[src/rtl/display_scheduler.sv]
// Display bus arbiter: grants the six-digit BCD bus to the scrolling banner,
// the live timer count, or a held result, and paces banner scroll and hold time.
module display_scheduler #(
    parameter int TICK_DIV    = 25_000_000,
    parameter int BANNER_PASS = 2,
    parameter int HOLD_TICKS  = 8
) (
    input  logic        clk,
    input  logic        rst_n,
    input  logic        banner_start,
    input  logic [23:0] banner_bcd,
    input  logic        timer_req,
    input  logic [23:0] timer_bcd,
    input  logic        res_valid,
    input  logic [23:0] res_bcd,
    output logic [3:0]  scroll_pos,
    output logic        scroll_step,
    output logic [23:0] bcd_out,
    output logic [1:0]  src,
    output logic        banner_done
);

    localparam logic [1:0] ST_IDLE   = 2'd0;
    localparam logic [1:0] ST_BANNER = 2'd1;
    localparam logic [1:0] ST_TIMER  = 2'd2;
    localparam logic [1:0] ST_HOLD   = 2'd3;

    localparam int PW = (TICK_DIV > 2) ? $clog2(TICK_DIV) : 1;
    localparam int SW = $clog2(BANNER_PASS + 1);
    localparam int HW = $clog2(HOLD_TICKS + 1);

    localparam logic [PW-1:0] PRESC_LAST = PW'(TICK_DIV - 1);
    localparam logic [SW-1:0] PASS_LAST  = SW'(BANNER_PASS);
    localparam logic [HW-1:0] HOLD_LAST  = HW'(HOLD_TICKS);

    logic [1:0]    state_reg, state_next;
    logic [PW-1:0] presc_reg, presc_next;
    logic [3:0]    pos_reg, pos_next;
    logic [SW-1:0] pass_reg, pass_next;
    logic [HW-1:0] hold_reg, hold_next;
    logic [23:0]   latch_reg, latch_next;
    logic [SW-1:0] pass_inc;
    logic [HW-1:0] hold_inc;
    logic          tick;
    logic          done_now;
    logic          restart;

    assign tick     = ((state_reg == ST_BANNER) || (state_reg == ST_HOLD)) && (presc_reg == PRESC_LAST);
    assign pass_inc = pass_reg + SW'(1);
    assign hold_inc = hold_reg + HW'(1);

    always_comb begin
        state_next = state_reg;
        pos_next   = pos_reg;
        pass_next  = pass_reg;
        hold_next  = hold_reg;
        latch_next = latch_reg;
        presc_next = presc_reg;
        done_now   = 1'b0;
        restart    = 1'b0;

        if (res_valid) begin
            state_next = ST_HOLD;
            latch_next = res_bcd;
            hold_next  = '0;
            restart    = 1'b1;
        end else if (timer_req && (state_reg != ST_HOLD)) begin
            state_next = ST_TIMER;
        end else begin
            case (state_reg)
                ST_IDLE: begin
                    if (banner_start) state_next = ST_BANNER;
                end
                ST_BANNER: begin
                    if (tick) begin
                        pos_next = pos_reg + 4'd1;
                        if (pos_reg == 4'd15) begin
                            pass_next = pass_inc;
                            if (pass_inc == PASS_LAST) begin
                                state_next = ST_IDLE;
                                done_now   = 1'b1;
                            end
                        end
                    end
                end
                ST_TIMER: begin
                    // Reaching here means timer_req has dropped.
                    state_next = ST_IDLE;
                end
                default: begin
                    if (tick) begin
                        hold_next = hold_inc;
                        if (hold_inc == HOLD_LAST) state_next = timer_req ? ST_TIMER : ST_IDLE;
                    end
                end
            endcase
        end

        if (state_next != state_reg) restart = 1'b1;

        // A banner that is left, for any reason, starts over from frame 0.
        if ((state_next != ST_BANNER) || (state_reg != ST_BANNER)) begin
            pos_next  = '0;
            pass_next = '0;
        end
        if (state_next != ST_HOLD) hold_next = '0;

        if (restart || tick) begin
            presc_next = '0;
        end else if ((state_reg == ST_BANNER) || (state_reg == ST_HOLD)) begin
            presc_next = presc_reg + PW'(1);
        end
    end

    always_ff @(posedge clk or negedge rst_n) begin
        if (!rst_n) begin
            state_reg <= ST_IDLE;
            presc_reg <= '0;
            pos_reg   <= '0;
            pass_reg  <= '0;
            hold_reg  <= '0;
            latch_reg <= '0;
        end else begin
            state_reg <= state_next;
            presc_reg <= presc_next;
            pos_reg   <= pos_next;
            pass_reg  <= pass_next;
            hold_reg  <= hold_next;
            latch_reg <= latch_next;
        end
    end

    // Output digits follow the owner of the previous cycle; blank code is 15.
    genvar gi;
    generate
        for (gi = 0; gi < 6; gi++) begin : g_digit
            logic [3:0] digit_reg;
            logic [3:0] digit_next;

            assign digit_next = (state_reg == ST_BANNER) ? banner_bcd[gi*4 +: 4] :
                                (state_reg == ST_TIMER)  ? timer_bcd[gi*4 +: 4]  :
                                (state_reg == ST_HOLD)   ? latch_reg[gi*4 +: 4]  : 4'hF;

            always_ff @(posedge clk or negedge rst_n) begin
                if (!rst_n) digit_reg <= 4'hF;
                else        digit_reg <= digit_next;
            end

            assign bcd_out[gi*4 +: 4] = digit_reg;
        end
    endgenerate

    assign scroll_pos  = pos_reg;
    assign scroll_step = tick;
    assign src         = state_reg;
    assign banner_done = done_now;

endmodule

[config.mk]
export PLATFORM = sky130hd
export DESIGN_NAME = display_scheduler
export DESIGN_NICKNAME = d
export VERILOG_FILES = /design/src/rtl/display_scheduler.sv
export SDC_FILE = /design/constraint.sdc
export NUM_CORES = 1
export LEC_CHECK = 0
export ABC_AREA = 1
export BUFFER_PORTS_ARGS = -buffer_cell sky130_fd_sc_hd__buf_2
export CAP_MARGIN = 15
export CORE_MARGIN = 2
export CORE_UTILIZATION = 28
export DETAILED_ROUTE_END_ITERATION = 7
export PLACE_DENSITY_LB_ADDON = 0.3
export SYNTH_ARGS = -nofsm -noshare
export SYNTH_HDL_FRONTEND = slang
export SYNTH_SLANG_ARGS = --single-unit
[constraint.sdc]
create_clock -name clk -period 3.3 [get_ports clk]
set_clock_uncertainty 0.05 [all_clocks]
set_input_delay 0.66 -clock clk [delete_from_list [all_inputs] [get_ports clk]]
set_output_delay 0.66 -clock clk [all_outputs]
set_load 0.03 [all_outputs]
Word-level counts from Yosys, hierarchy flattened. Cells that the tools add are included.

Input bits: 77. Logic and storage cells: 101. Output and inout bits: 32. Register bits after elaboration: 85.

Eq/ne operators: 16. Reductions and logical operators: 15. $add $sub $neg: 4. Muxes and demuxes: 54.

Operator list (number): $mux W4 (28); $mux W25 (2); $mux W2 (15); $add A25 B1 Y25 const B (1); $eq A25 B25 Y1 const B (1); $add A4 B1 Y4 const B (2); $eq A4 B4 Y1 const B (2); $mux W1 (8); $ne A2 B1 Y1 const B (4); $reduce_bool A2 Y1 (4); $eq A2 B2 Y1 const B (3); $pmux W2 S3 (1); $reduce_and A5 Y1 (1); $ne A2 B2 Y1 const B (2); $reduce_and A4 Y1 (1); $logic_or A1 B1 Y1 (3); $ne A3 B1 Y1 const B (1); $ne A3 B2 Y1 const B (1); $reduce_and A3 Y1 (1); $reduce_bool A3 Y1 (1); $reduce_or A3 Y1 (1); $add A2 B1 Y2 const B (1); $eq A2 B1 Y1 const B (1); $logic_and A1 B1 Y1 (2); 2 further kinds (2).

Longest topological paths before layout. Gate-level depths: netlist of the first run.

Depth in word-level cells: 12. Depth in mapped cells: 14. Mapped depth without buffers: 13.

Worst setup path after synthesis of the first run. OpenSTA, ideal clock, no wires.

Path kind: reg-to-output. Start point: register presc_reg[0]. End point: output banner_done. Path buffers: 0. Data required time: 2.590 ns. Data arrival time: 2.164 ns. Setup slack: 0.426 ns. Stages on the path, launching flop included: 8. Cells stage by stage: dfrtp_1 ha_1 nand3_1 nor3_1 nand3_1 nor2_2 nand2_1 nor4_1.

Word-level cells in the longest chain between the ends: 6.

RTL lines: from (decl) (line 37) `logic [PW-1:0] presc_reg, presc_next;`; from (signal assigned) (line 125) `presc_reg <= presc_next;`; $eq A25 B25 Y1 (line 48) `assign tick = ((state_reg == ST_BANNER) || (state_reg == ST_HOLD)) && (presc_reg == PRESC_LAST);`; $logic_and A1 B1 Y1 (line 48); net scroll_step (line 17) `output logic scroll_step,`; $mux W1 (line 75) `if (tick) begin`; $mux W1 (line 70) `case (state_reg)`; $mux W1 (line 67) `end else if (timer_req && (state_reg != ST_HOLD)) begin`; $mux W1 (line 62) `if (res_valid) begin`; to (decl) (line 20) `output logic banner_done`.

The timed path passes the listed nets, and every way through them passes these cells.

Final worst setup path of the first run.
Start point: register presc_reg[18]. End point: output banner_done.

Word-level cells in the longest chain between the ends: 6.

RTL lines (line): $eq A25 B25 Y1 (48); $logic_and A1 B1 Y1 (48); $mux W1 (75); $mux W1 (70); $mux W1 (67); $mux W1 (62).

Every way passes these cells.

==> results of run 1 <==
## cells in the mapped netlist
| cell | count |
|---|---|
| nand2_1 | 127 |
| mux2i_1 | 1 |
| o22ai_1 | 16 |
| nand3_4 | 1 |
| nand2_4 | 1 |
| clkbuf_1 | 12 |
| o21ai_1 | 1 |
| nand4_1 | 11 |
| nor2_2 | 3 |
| o21ai_0 | 18 |
| xnor2_1 | 6 |
| ha_1 | 4 |
| buf_1 | 1 |
| buf_12 | 2 |
| nand3_2 | 1 |
| o211ai_1 | 8 |
| nor3_1 | 6 |
| inv_2 | 5 |
| nand3_1 | 20 |
| or2_1 | 1 |
| nand2_2 | 9 |
| and3_1 | 1 |
| buf_2 | 1 |
| nor3_2 | 1 |
| xor2_1 | 18 |
| nor4_1 | 2 |
| a21oi_1 | 1 |
| dfstp_2 | 24 |
| nand3b_1 | 1 |
| nor2_4 | 24 |
| clkinv_1 | 2 |
| inv_1 | 41 |
| dfrtp_1 | 61 |
| nor2_1 | 75 |
## area by class of cell
class,instances,area share (%)
Clock inverter,5,1.118
Clock buffer,11,4.520
Tap cell,188,4.380
Multi-Input combinational cell,357,35.65
Inverter,48,3.355
Sequential cell,85,40.17
Timing Repair Buffer,113,10.81
## power breakdown
| group | switching [mW] | leakage (nW) | total (mW) | internal, mW |
|---|---|---|---|---|
| registers | 0.0361 | 1.05 | 1.21 | 1.17 |
| clock network | 0.421 | 0.146 | 1.03 | 0.609 |
| logic | 0.334 | 1.31 | 0.478 | 0.144 |
| total | 0.790 | 2.50 | 2.71 | 1.92 |
## per-layer routing
metal | global-route usage (%) | part of all wire [%]
met3 | 4.948 | 7.1
met1 | 17.61 | 45
met5 | 0 | 0
met2 | 21.78 | 46
met4 | 4.923 | 1.4
## through the flow
stage | utilization [%] | total power, mW | cell area [um2]
after floorplan | - | 1.547 | 4345
after global placement | 33.33 | 1.701 | 5067
after detailed placement | 33.33 | 1.710 | 5067
after CTS | 35.33 | 2.754 | 5370
after global routing | 35.33 | 2.840 | 5370
final | 35.33 | 2.714 | 5370
## worst max-delay path by stage
stage | start | to | slack [ns] | cells past startpoint
after floorplan | presc_reg[0] | banner_done | 0.43 | 7
after global placement | res_valid | presc_reg[0] | 0.84 | 8
after detailed placement | res_valid | presc_reg[1] | 0.77 | 8
after CTS | presc_reg[18] | banner_done | 0.55 | 9
after global routing | presc_reg[21] | banner_done | 0.32 | 9
final | presc_reg[18] | banner_done | 0.52 | 9
## kinds of logic after synthesis
family / Yosys count / synth area share [%]
AND/OR/NAND/NOR: 284 / 31.85
multiplexers: 1 / 0.2304
flip-flops: 85 / 49.64
buffers and inverters: 64 / 6.306
AO/OA/AOI/OAI: 44 / 5.989
XOR/XNOR: 24 / 4.837
adder cells (fa/ha/maj): 4 / 1.152
==> reports/metrics.yaml, run 1 <==
pwr:
  ir_drop_v: 0.0002313
  p_leak_nw: 2.504
  power_density_mw_per_mm2: 505.5
outcome:
  status: "complete, no violations"
cells_and_area:
  final_common_cell: "nand2_1"
  nets: 695
  final_cell_mix: "127 x nand2_1, 107 x buf_2, 75 x nor2_1, 61 x dfrtp_1, 41 x inv_1"
  n_fill_cell: 1591
  syn_to_final_growth_pct: 23.58
  antenna_cells: 0
  fin_cells: 807
  largest_register_ffs: 25
  ff_latch_area_mm2: 0.002157
  multi_input_area_mm2: 0.001914
  drive_above_1_share_pct: 31.83
logic_synthesis:
  syn_area_per_cell_um2: 8.588
  synth_cells: 506
  yosys-top-cells-area: "dfrtp_1 35%, dfstp_2 15%, nand2_1 11%, nor2_1 6.5%, nor2_4 6.2%"
  ys_seq_area_share_pct: 49.64
  synth_top_area_cell: "dfrtp_1"
  synth_area_mm2: 0.004345
  ys_ff_latch: 85
  synth.distinct_cells: 34
  synth_top_cell_area_share_pct: 35.13
  synth.net_count: 587
  ys_warn_count: 0
timing:
  fin_tns_setup_ns: 0
  drv_slew: 0
  setup_viol: 0
  max_freq_ghz: 0.3598
  min_period_over_period_pct: 84.23
  hold_slack_ns: 0.4270
  rsz0062_at_grt: "no"
  max_slew_margin_pct: 33.56
  setup_slack_ns: 0.5204
  hold_violations: 0
  finalCriticalPeriod_ns: 2.780
  tightestPinTransition_ns: 0.9967
clock_tree:
  cts_root_buf: "clkbuf_16"
  path_clk_slew_ns: 0.06
  post-cts-setup-buffers: 0
  numCtsBuffers: 9
  clkSinkCount: 85
  hold_buffers: 0
  cts_resized: 0
  htree_levels: 3
  cts_tree: "done"
  clk_latency_ns: 0.34
  clk_path_buf_depth: 2
global_routing:
  first_global_vias: 3733
  grt_max_degree: 79
  antenna_found_initial: 0
  grt_pass1_wl_mm: 18.08
  gr-total-overflow: 0
  grt_usage_pct: 13.82
placed_design:
  dp.cells: 791
  portBuffers: 108
  place_ws_ns: 0.7747
  dp_hpwl_mm: 7.797
  gp_congestion: 0.8288
routing:
  drc_errors: 0
  drt-initial-drc-count: 142
  wire_per_inst_um: 13.10
  via_per_inst: 4.537
  vias: 3661
  ant_nets: 0
  drtPass1Iterations: 4
  routed_wl_mm: 10.57
floorplanning:
  io_pins: 109
  std_cell_rows: 45
  fp.dieW_um: 128.6
  dieArea_mm2: 0.01653
  coreArea_mm2: 0.01520
  fp.dieH_um: 128.6
  start_util_pct: 28.58
critical_path:
  crit_fanout: 4
  cp-end-kind: "output port"
  cp.required_ns: 2.59
  r2r_end: "presc_reg[1]"
  crit_slowest_cell: "dfrtp_1"
  path_buf_inv: 2
  cp_data_arrival_time_ns: 2.07
  slowest_delay_ns: 0.42
  crit_path_cell_trace: "nand2_2, nor2_4, inv_1, nor2_1, nand3_1, nor2_2, nand2_1, nor4_1, buf_2"
  critPathKind: "reg -> out"
  r2r-start: "presc_reg[0]"
  crit_family: "simple AND/OR/NAND/NOR gates"
  r2r_cells: 12
  r2r_slack_ns: 1.06
  startpoint_type: "flip-flop"
worst_hold_path:
  min_path_type: "in -> async"
job:
  cap_violations: 0
Power figures use the tool's default switching activity.
==> inputs of run 2 (changes only) <==
Settings changed: ABC_AREA 1 to 0.
Clock period 3.3 ns to 2.3 ns, I/O delays scaled along.
==> reports/metrics.yaml, run 2 <==
clock_tree:
  htree_levels: 3
  path_clk_slew_ns: 0.07
  numCtsBuffers: 9
  clk_path_buf_depth: 2
  clkSinkCount: 85
  cts_tree: "done"
  cts_root_buf: "clkbuf_16"
  clk_latency_ns: 0.34
timing:
  hold_violations: 0
  tightestPinTransition_ns: 0.4505
  drv_slew: 0
  min_period_over_period_pct: 96.73
  hold_slack_ns: 0.2969
  rsz0062_at_grt: "yes"
  finalCriticalPeriod_ns: 2.225
  max_freq_ghz: 0.4495
  setup_viol: 0
  max_slew_margin_pct: 69.97
routing:
  drtPass1Iterations: 4
  routed_wl_mm: 10.16
  ant_nets: 0
  vias: 3156
  drc_errors: 0
  drt-initial-drc-count: 109
  wire_per_inst_um: 14.88
  via_per_inst: 4.621
floorplanning:
  coreArea_mm2: 0.01503
  io_pins: 109
  dieArea_mm2: 0.01618
  std_cell_rows: 45
  fp.dieW_um: 127.2
  fp.dieH_um: 127.2
  start_util_pct: 28.26
cells_and_area:
  final_cell_mix: "105 x buf_2, 59 x dfrtp_1, 50 x nor2_1, 27 x mux2i_1"
  final_common_cell: "buf_2"
  drive_above_1_share_pct: 46.67
  fin_area_mm2: 0.005425
  fin_cells: 683
  largest_register_ffs: 25
  syn_to_final_growth_pct: 27.68
  nets: 571
  antenna_cells: 0
outcome:
  status: "complete, no violations"
global_routing:
  grt_pass1_wl_mm: 17.24
  antenna_found_initial: 0
  grt_usage_pct: 13.39
  grt_max_degree: 32
  gr-total-overflow: 0
  first_global_vias: 3465
critical_path:
  r2r_cells: 7
  r2r_slack_ns: 0.17
  crit_fanout: 7
  cp-end-kind: "output port"
  r2r-start: "presc_reg[20]"
  cp_data_arrival_time_ns: 1.71
  startpoint_type: "flip-flop"
  critPathKind: "reg -> out"
  r2r_end: "presc_reg[11]"
  cp.required_ns: 1.79
pwr:
  p_int_mw: 2.764
  p_leak_nw: 2.427
  p_sw_share_pct: 24.16
  clkPwrFrac_pct: 43.6
  p_switching_uw: 880.4
  power_density_mw_per_mm2: 671.7
  seqPwrFrac_pct: 45.5
  ir_drop_v: 0.0003162
  share_comb_of_total_power_pct: 10.9
  total_power_mw: 3.644
worst_hold_path:
  hold_depth: 2
  hold_path_end: "latch_reg[0]"
  min_path_type: "in -> reg"
  hold_path.startpoint: "res_bcd[0]"
logic_synthesis:
  synth_edf_count: 0
  synth.net_count: 453
  ys_warn_count: 0
  ys_ff_latch: 85
  syn_area_per_cell_um2: 11.42
  synth_cells: 372
  yosys-top-cells-area: "dfrtp_1 36%, dfstp_2 15%, mux2_2 6.6%, mux2i_1 6.4%, xnor2_1 5.2%"
  ys_seq_area_share_pct: 50.77
  ys_async_sr_fraction_pct: 100.0
  synth_top_area_cell: "dfrtp_1"
  synth_top_cell_area_share_pct: 35.92
  synth.distinct_cells: 46
  synth_most_common_cell: "dfrtp_1"
  synth_ff_type: "dfrtp_1"
  synth_area_mm2: 0.004249
  synthTopCellsByCount: "61 x dfrtp_1, 50 x nor2_1, 27 x mux2i_1"
placed_design:
  dp.cells: 660
  portBuffers: 108
  place_area_mm2: 0.005012
  gp_congestion: 0.7561
  dp_hpwl_mm: 7.276
job:
  cap_violations: 0
-- run 2: changes by cell type after synthesis, sizes merged, moves of 19 or more --
cell and change:
mux2 +25, a21oi +23, nand2 -123, mux2i +26
nor2 -32, xnor2 +19, inv -39
-- run 2: how the worst max path moves through the flow --
stage / start / cells after the start / end
after floorplan: src[1] / 5 / banner_done
after global placement: presc_reg[6] / 5 / scroll_pos[1]
after detailed placement: presc_reg[6] / 5 / scroll_pos[1]
after CTS: presc_reg[6] / 4 / banner_done
after global routing: presc_reg[10] / 4 / banner_done
final: presc_reg[10] / 4 / banner_done
-- run 2: final cells by class --
class	count	area (um2)
Multi-Input combinational cell	263	1979
Fill cell	1495	9608
Tap cell	188	235.2
Sequential cell	85	2160
Clock inverter	6	86.33
Clock buffer	10	239.0
Inverter	7	26.28
Timing Repair Buffer	124	699.4
-- run 2: power groups by stage --
stage | registers (mW) | logic, mW | clock network, mW
after floorplan | 1.78 | 0.138 | 0
after global placement | 1.68 | 0.395 | 0
after detailed placement | 1.68 | 0.404 | 0
after CTS | 1.66 | 0.406 | 1.63
after global routing | 1.67 | 0.435 | 1.68
final | 1.66 | 0.397 | 1.59
-- run 2: cells by family after synthesis --
logic type                 synth area share (%)
AOI/OAI and AO/OA                         5.035
muxes                                     12.99
and+or+nand+nor                           20.14
adders and majority gates                 1.178
xor gates and xnor gates                  6.390
DFF                                       50.77
buffers and inverters                     3.504
-- run 2: critical path, stage by stage, from the launching register on --
cell and delay [ns]:
dfrtp_1 0.42, nor4b_2 0.32, nand2_2 0.17, nor4_2 0.27, buf_4 0.20
-- run 2: stage by stage --
step / util [%] / worst slack (ns) / TNS (ns)
finish: 36.09 / 0.07514 / 0
global route: 36.09 / -0.02508 / -0.02508
CTS: 35.91 / 0.004868 / 0
detailed placement: 33.34 / 0.1747 / 0
global placement: 33.34 / 0.2309 / 0
floorplan: - / -0.1287 / -0.1287
-- run 2: repair_timing --
action	4_1_cts	5_1_grt
endpoints found under the hold margin	20	0
setup buffers	4	2
pin swaps	2	2
hold buffers	1	0
endpoints found under the setup margin	2	2
gates resized for setup	6	4
-- run 2: routing by layer --
layer	up-vias	track usage (%)	part of all wire (%)
met1	1513	16.54	45
met4	0	4.072	1.3
li1	1522	-	-
met2	110	21.51	45
met3	11	5.528	8.9
met5	-	0	0
